===== src/rtl/uart_pkg.sv =====
// Shared constants and types for the UART transmit scheduler.
// The default watchdog covers one full 8N1 frame plus a bit time and a margin.
package uart_pkg;

    localparam int CLK_FREQ       = 100_000_000;
    localparam int BAUD           = 9600;
    localparam int BIT_CYCLES     = 10417;
    localparam int FRAME_BITS     = 10;
    localparam int TIMEOUT_MARGIN = 5413;
    localparam int DEFAULT_TIMEOUT_CYCLES = (FRAME_BITS + 1) * BIT_CYCLES + TIMEOUT_MARGIN;

    typedef enum logic [1:0] {
        ST_IDLE,
        ST_START,
        ST_WAIT_DONE,
        ST_GAP
    } sched_state_t;

    // Counter widths never collapse to zero bits, even for degenerate parameters.
    function automatic int clog2_min1(input int value);
        return (value <= 2) ? 1 : $clog2(value);
    endfunction

endpackage


===== src/rtl/uart_tx_scheduler_rr_arbiter.sv =====
// Combinational round-robin search: first set request bit starting at rr_ptr,
// wrapping from NUM_REQ-1 back to 0.
module rr_arbiter #(
    parameter int NUM_REQ = 2,
    parameter int PTR_W   = 1
) (
    input  logic [NUM_REQ-1:0] req,
    input  logic [PTR_W-1:0]   rr_ptr,
    output logic [PTR_W-1:0]   winner,
    output logic               valid
);

    int idx;

    // Scan from farthest to nearest so the candidate closest to rr_ptr is written last.
    always_comb begin
        winner = '0;
        valid  = 1'b0;
        idx    = 0;
        for (int k = NUM_REQ - 1; k >= 0; k--) begin
            idx = int'(rr_ptr) + k;
            if (idx >= NUM_REQ) begin
                idx = idx - NUM_REQ;
            end
            if (req[idx]) begin
                winner = PTR_W'(idx);
                valid  = 1'b1;
            end
        end
    end

endmodule


===== src/rtl/uart_tx_scheduler.sv =====
// Shares one UART transmitter between NUM_REQ byte sources in round-robin order,
// with an optional inter-frame gap and a per-frame watchdog.
module uart_tx_scheduler
    import uart_pkg::*;
#(
    parameter int NUM_REQ        = 2,
    parameter int GAP_CYCLES     = 0,
    parameter int TIMEOUT_CYCLES = DEFAULT_TIMEOUT_CYCLES
) (
    input  logic                   clk,
    input  logic                   reset,
    input  logic [NUM_REQ-1:0]     req,
    input  logic [8*NUM_REQ-1:0]   req_data,
    output logic [NUM_REQ-1:0]     ack,
    output logic                   tx_start,
    output logic [7:0]             tx_data,
    input  logic                   tx_busy,
    input  logic                   tx_done,
    output logic                   busy,
    output logic                   timeout_err
);

    localparam int PTR_W  = clog2_min1(NUM_REQ);
    localparam int WDOG_W = clog2_min1(TIMEOUT_CYCLES);
    localparam int GAP_W  = clog2_min1(GAP_CYCLES + 1);

    sched_state_t       state_q, state_d;
    logic [PTR_W-1:0]   rr_ptr_q, rr_ptr_d;
    logic [PTR_W-1:0]   win_q, win_d;
    logic [WDOG_W-1:0]  wdog_q, wdog_d;
    logic [GAP_W-1:0]   gap_q, gap_d;
    logic [7:0]         tx_data_q, tx_data_d;
    logic [NUM_REQ-1:0] ack_q, ack_d;
    logic               tx_start_q, tx_start_d;
    logic               busy_q, busy_d;
    logic               timeout_q, timeout_d;

    logic [PTR_W-1:0]   arb_winner;
    logic               arb_valid;
    logic [PTR_W-1:0]   next_ptr;

    rr_arbiter #(
        .NUM_REQ (NUM_REQ),
        .PTR_W   (PTR_W)
    ) u_arb (
        .req    (req),
        .rr_ptr (rr_ptr_q),
        .winner (arb_winner),
        .valid  (arb_valid)
    );

    always_comb begin
        state_d    = state_q;
        rr_ptr_d   = rr_ptr_q;
        win_d      = win_q;
        wdog_d     = wdog_q;
        gap_d      = gap_q;
        tx_data_d  = tx_data_q;
        ack_d      = '0;
        tx_start_d = 1'b0;
        timeout_d  = 1'b0;
        next_ptr   = (win_q == PTR_W'(NUM_REQ - 1)) ? '0 : win_q + 1'b1;

        case (state_q)
            ST_IDLE: begin
                if (arb_valid && !tx_busy) begin
                    for (int i = 0; i < NUM_REQ; i++) begin
                        if (PTR_W'(i) == arb_winner) begin
                            tx_data_d = req_data[8*i +: 8];
                            ack_d[i]  = 1'b1;
                        end
                    end
                    win_d   = arb_winner;
                    state_d = ST_START;
                end
            end
            ST_START: begin
                tx_start_d = 1'b1;
                wdog_d     = '0;
                state_d    = ST_WAIT_DONE;
            end
            ST_WAIT_DONE: begin
                if (tx_done) begin
                    rr_ptr_d = next_ptr;
                    if (GAP_CYCLES > 0) begin
                        gap_d   = '0;
                        state_d = ST_GAP;
                    end else begin
                        state_d = ST_IDLE;
                    end
                end else if (wdog_q == WDOG_W'(TIMEOUT_CYCLES - 1)) begin
                    timeout_d = 1'b1;
                    rr_ptr_d  = next_ptr;
                    state_d   = ST_IDLE;
                end else begin
                    wdog_d = wdog_q + 1'b1;
                end
            end
            ST_GAP: begin
                if (gap_q == GAP_W'(GAP_CYCLES - 1)) begin
                    state_d = ST_IDLE;
                end else begin
                    gap_d = gap_q + 1'b1;
                end
            end
            default: state_d = ST_IDLE;
        endcase

        busy_d = (state_d != ST_IDLE);
    end

    // A reset mid-frame abandons the frame outright; the source was already acked.
    always_ff @(posedge clk or negedge reset) begin
        if (!reset) begin
            state_q    <= ST_IDLE;
            rr_ptr_q   <= '0;
            win_q      <= '0;
            wdog_q     <= '0;
            gap_q      <= '0;
            tx_data_q  <= '0;
            ack_q      <= '0;
            tx_start_q <= 1'b0;
            busy_q     <= 1'b0;
            timeout_q  <= 1'b0;
        end else begin
            state_q    <= state_d;
            rr_ptr_q   <= rr_ptr_d;
            win_q      <= win_d;
            wdog_q     <= wdog_d;
            gap_q      <= gap_d;
            tx_data_q  <= tx_data_d;
            ack_q      <= ack_d;
            tx_start_q <= tx_start_d;
            busy_q     <= busy_d;
            timeout_q  <= timeout_d;
        end
    end

    assign ack         = ack_q;
    assign tx_start    = tx_start_q;
    assign tx_data     = tx_data_q;
    assign busy        = busy_q;
    assign timeout_err = timeout_q;

endmodule


===== config.mk =====
export PLATFORM = sky130hd
export DESIGN_NAME = uart_tx_scheduler
export DESIGN_NICKNAME = d
export VERILOG_FILES = /design/src/rtl/uart_pkg.sv /design/src/rtl/uart_tx_scheduler_rr_arbiter.sv /design/src/rtl/uart_tx_scheduler.sv
export SDC_FILE = /design/constraint.sdc
export NUM_CORES = 1
export LEC_CHECK = 0
export CELL_PAD_IN_SITES_DETAIL_PLACEMENT = 0
export CELL_PAD_IN_SITES_GLOBAL_PLACEMENT = 1
export CORE_MARGIN = 2
export CORE_UTILIZATION = 35
export DETAILED_ROUTE_END_ITERATION = 6
export PLACE_DENSITY_LB_ADDON = 0.05
export SKIP_LAST_GASP = 1
export SYNTH_ARGS = -nofsm -noshare
export SYNTH_HDL_FRONTEND = slang
export SYNTH_SLANG_ARGS = --single-unit
export TNS_END_PERCENT = 1

===== constraint.sdc =====
create_clock -name clk -period 1.9 [get_ports clk]
set_input_delay 0.475 -clock clk [delete_from_list [all_inputs] [get_ports clk]]
set_output_delay 0.475 -clock clk [all_outputs]
set_load 0.02 [all_outputs]

==> flow_summary.ini <==
[run_status]
status = finished, violations left
failed_checks = setup timing

[logic_synthesis]
ys_seq_elements = 35
synth-simple-area-share_pct = 24.6
async_reset_ff_share_pct = 100
syn_nets = 205
syn_inst = 182
synthFlopType = dfrtp_1
yosysUniqueCellTypes = 40
yosysSeqAreaShare_pct = 49.2
synth_xor_area_share_pct = 0.985
synth_top_area_share_pct = 49.2
synthMuxAreaShare_pct = 8.44
synth_warnings = 0
synth_top_family_by_area = simple AND/OR/NAND/NOR gates
synth.avg_cell_area_sq_um = 9.78
synth-edff-count = 0
synthesis.area_sq_um = 1780
synth_compound_area_share_pct = 13.3
synth_fa_ha_area_share_pct = 0.703
ys_top_cells_by_area = dfrtp_1 (49%), mux2i_1 (8.4%), nand2_1 (5.1%)
yosys.area.top_type = dfrtp_1

[timing]
clock.fmax_mhz = 525
relSlewSlack_pct = 64.4
drv_slew = 0
skew_ns = 0.00554
rsz0062_at_grt = true
tightest_slew_ns = 0.534
fin_crit_ns = 1.90
min_period_over_period_pct = 100
hold_violations = 0
hold-worst-slack_ns = 0.477
worst_slack_ns = -0.00372
final.setup.tns_ns = -0.00551
finalSetupViolations = 2

[floorplanning]
core_area_sq_um = 4820
io_pins = 35
die_w_um = 75.3
start_util_pct = 36.9
design.die.area_sq_um = 5670
row_count = 25
fp.dieH_um = 75.3

[grt]
grt_pass1_wl_um = 7210
grt.total_usage_pct = 17.0
grt_max_degree = 36
antenna_found_initial = 0
globalRouteOverflowTotal = 0
grt_pass1_vias = 1480

[placement]
dp.cells = 294
port_buffers = 34
place_area_sq_um = 2310
dp_slack_ns = -0.495
hpwl_um = 3200
gp_congestion = 0.828

[clocking]
clockBufferDepth = 2
clock_latency_ns = 0.28
clk_pin_slew_worst_paths_ns = 0.06
cts_root_buf = clkbuf_8
hold_buffers = 0
cts_tree = yes
clock_sinks = 35
numCtsBuffers = 5
htree_num_levels = 2

[layout]
nNetsFinal = 259
drive_gt1_share_pct = 13.6
areaGrowthSynthToFinish_pct = 35.0
fillerInstances = 484
fin_util_pct = 49.8
stdcell_count = 302
final_area_sq_um = 2400
area.sequential_sq_um = 876
insertedDiodeCount = 0
multi_input_area_sq_um = 865

[power_and_ir_drop]
power_density_nw_per_um2 = 1000
ir_worst_vdd_uv = 575
leakagePower_nw = 1.02
total_power_mw = 2.41

[hold_path]
min_from = tx_data[3]
hp-class = register to register

[routing]
antenna_left = 0
wl_per_cell_um = 14.4
vias = 1556
via_per_inst = 5.15
dr.pass1.iters = 4
wl_um = 4350
drc = 0
drtIter0Drc = 54

[setup_path]
startpoint = state_q[0]
cp_data_arrival_time_ns = 2.11
criticalPathCategory = register to register
end_kind = register
required_ns = 2.11
cp-start-kind = register
reg2reg_from = state_q[0]
cp_max_fo = 4

[flow_run]
cap_violations = 0
[cells in the mapped netlist (2+ instances only)]
cell,number
or4_1,5
dfrtp_1,35
o211ai_1,6
o21ai_0,16
nor4_1,2
clkbuf_1,5
a21o_1,2
or3_1,4
inv_1,5
nor3b_1,2
and3_1,4
and2_1,5
nand2b_1,2
mux2i_1,15
nor2_1,6
nand4_1,4
nand3_1,8
a21oi_1,6
o31ai_1,2
nor3_1,5
nand2_1,24
[state kept, by name (all words and copies together) (netlist names)]
name	count
tx_start	1
busy	1
ack	2
tx_data	8
win_q	1
rr_ptr_q	1
state_q	2
wdog_q	17
gap_q	1
timeout_err	1
[final timing paths]
| kind | to | slack, ns | cells past startpoint |
|---|---|---|---|
| min in group asynchronous | timeout_err | 0.60 | 2 |
| setup reg to reg | wdog_q[13] | -0.004 | 4 |
| max in group asynchronous | tx_data[0] | 0.97 | 2 |
| hold / removal | tx_data[3] | 0.48 | 2 |
| hold reg to reg | tx_data[3] | 0.48 | 2 |
| setup / recovery | wdog_q[13] | -0.004 | 4 |
[per-layer routing]
metal | part of all wire [%] | vias to the layer above | GRT usage (%) | wire length [um]
li1 | - | 772 | - | -
met1 | 48 | 751 | 24.4 | 2090
met2 | 47 | 31 | 25.1 | 2050
met3 | 4.3 | 2 | 4.89 | 187
met4 | 0.51 | 0 | 4.68 | 22
met5 | 0 | - | 0 | 0
[cells in the final DEF (no fill, tap or decap), drive strengths merged, types with 3 or more instances in the layout]
cell type and count:
nand2 24, dfrtp 35, nand3 8, buf 21
nand4 4, or3 4, nor3 5, o211ai 6
nor2 6, clkbuf 6, clkdlybuf4s50 33, or4 6
a21oi 6, mux2i 15, inv 5, o21ai 16
and2 5, and3 4, nor3b 3
[report_power, final]
part | internal [mW] | switching, mW
clock | 0.244 | 0.239
combinational | 0.432 | 0.471
sequential | 0.920 | 0.100
[cells by family after synthesis]
group	Yosys count
DFF	35
muxes	15
xor gates and xnor gates	2
AOI/OAI and AO/OA	38
and+or+nand+nor	79
adders and majority gates	1
buffers and inverters	12
[critical path, cell delays in order, from the launching register on]
cell     delay (ns)
dfrtp_1        0.39
or3b_4         0.38
or4_4          0.56
or3_4          0.38
a21oi_2        0.12
[layout make-up]
cell class | instances | share of cell area [%]
Clock buffer | 6 | 3.02
Inverter | 5 | 0.782
Multi-Input combinational cell | 135 | 36.0
Sequential cell | 35 | 36.5
Tap cell | 67 | 3.49
Timing Repair Buffer | 54 | 20.2
[repair_timing]
action                                 4_1_cts  5_1_grt
pin swaps                                    4        0
resized for setup                            4        4
endpoints found under the hold margin        0        0
setup endpoints to repair                    3       10
buffers inserted                             2        0
Note: power is estimated with default switching activity, not from simulation.
==> patch (config.mk and constraints unchanged) <==
`TIMEOUT_MARGIN`: 5413 -> 10826.
--- a/src/rtl/uart_pkg.sv
+++ b/src/rtl/uart_pkg.sv
@@ -7,5 +7,5 @@
     localparam int BIT_CYCLES     = 10417;
     localparam int FRAME_BITS     = 10;
-    localparam int TIMEOUT_MARGIN = 5413;
+    localparam int TIMEOUT_MARGIN = 10826;
     localparam int DEFAULT_TIMEOUT_CYCLES = (FRAME_BITS + 1) * BIT_CYCLES + TIMEOUT_MARGIN;
 
Formal check against the unedited RTL: same outputs for any inputs over 10 cycles, from zero or initial values and one cycle with reset low; that may be too few to reach the edited logic, so the function may still have changed.
==> patch against the unedited design <==
  * The run still ends with setup timing left
  * Worst hold slack improved by 9.8 ps
  * Setup slack worse by 99 ps
  * Largest power group unchanged
  * Total power down 2.0%
  * Critical path depth rose by 1
  * Utilization increased by 0.97 points
  * Count of clock-buffer cells in the layout is the same
  * Synthesized area down 7.1%
  * Synthesized cell count down 12%
  * Sequential cell count is the same
  * Fmax down 4.9%
  * Wire length fell by 13%
  * Design area decreased by 2.0%
==> patch: results (changes against the unedited design) <==
### Outcome
• **outcome** finished with violations
• **failing checks** setup timing

### Finish
• **bufs w/o clock** 58, +7.4%
• **register fraction of the total cell area** 0.372, +0.00757
• **flip-flop count of the largest register, all copies and words added** 17, unchanged
• **filler cell count** 452, -6.6%
• **non-clock buffer contribution to total cell area** 0.221, +0.0191
• **relative area of clock buffers and inverters in the final design** 0.0500, +0.0198
• **share of the core filled with cells in the final layout** 0.508, +0.00967
• **number of standard cells in the layout, taps in and fillers out** 276, -8.6%
• **Area Overhead vs Synth** 42.3%
• **layout cell share with drive strength beyond 1** 0.189, +0.0530
• **number of multi-input combinational cells** 115, -15%
• **Final nets** 245, -5.4%
• **combined area of the multi-input logic cells** 748 um^2, -13%

### Routing
• **Routed Wire Length** 3770 um, -13%
• **met3 WL post-DR** 193 um, +3.2%
• **drt first-iter violations** 88, +63%
• **total met2 wirelength after detailed routing** 1820 um, -11%
• **mean number of vias per cell** 5.01, -2.8%
• **met1 routed wirelength after detailed routing** 1690 um, -19%

### Timing
• **slack of the critical path** -102 ps, -98.7 ps
• **total setup violations reported at the end of the flow** 4, +2
• **Total Negative Setup Slacks** -199 ps, -193 ps
• **setup skew after layout** 5.12 ps, -0.418 ps
• **final-layout worst hold slack** 487 ps, +9.79 ps

### Global routing
• **GR Util All Layers** 0.160, -0.00980
• **first-pass GRT wire length** 6450 um, -11%
• **met2 Track Usage GR** 0.271, +0.0195
• **met1 routing resource usage after global routing** 0.192, -0.0515

### Power and ir drop
• **static leakage** 1.09 nW, +6.1%
• **power in the clock group** 0.688 mW, +42%
• **Power Density** 1000 nW/um^2, about the same
• **Worst IR Drop VDD** 0.000479 V, -17%
• **fraction of power consumed by combinational cells** 0.298, -0.077

### Hold path
• **Hold WC Path Type** reg -> reg

### Placement
• **estimated wirelength of the detail-placed design** 2800 um, -12%
• **weighted congestion reported at the end of routability-driven placement** 0.776, -6.3%
• **Cells after DPL** 268, -8.8%

### Logic synthesis
• **Synthesized Nets** 185, -9.8%
• **synth top area cells** sky130_fd_sc_hd__dfrtp_1 (53%), sky130_fd_sc_hd__mux2i_1 (6.7%), sky130_fd_sc_hd__nand2_1 (4.8%)
• **library cells used by synthesis** 39, -2.5%
• **Syn Area/Cell** 10.3 um^2, +5.0%
• **leading post-synthesis cells by instance count** sky130_fd_sc_hd__dfrtp_1 (35), sky130_fd_sc_hd__nand2_1 (21), sky130_fd_sc_hd__o21ai_0 (14)

### Worst setup path
• **biggest cell delay along the critical path** 540 ps, -20 ps
• **maximum fanout count along the critical path** 5, +1
• **Worst Reg-to-Reg Cells** 5, +1
• **arrival time at the worst endpoint** 2230 ps, +120 ps

## patch: cells by family (layout without fill, tap and decap cells)
logic type | count (synthesis) | count (layout) | synth area share
fa+ha+maj | 2 | 2 | 0.0151
simple gates | 66 | 66 | 0.223
flops | 35 | 35 | 0.530
mux | 12 | 12 | 0.0734
compound gates | 32 | 32 | 0.117
xor+xnor | 3 | 3 | 0.0159
buf+inv | 11 | 72 | 0.0257
## patch: critical path: cells and delay by family, from the launching register on
kind | cells | cell delay (ps)
and+or+nand+nor | 4 | 1390
DFF | 1 | 380
buffers and inverters | 1 | 180
## patch: worst paths after layout
path / from / to
min in group asynchronous: reset / ack[1]
hold / removal: tx_data[4] / tx_data[4]
setup reg to reg: wdog_q[9] / rr_ptr_q
max in group asynchronous: reset / wdog_q[12]
hold reg to reg: tx_data[4] / tx_data[4]
setup / recovery: wdog_q[9] / rr_ptr_q
## patch: repair_timing
action | in CTS | in global routing
endpoints found under the setup margin | 6 | 8
endpoints found under the hold margin | 0 | 0
resized for setup | 2 | 1
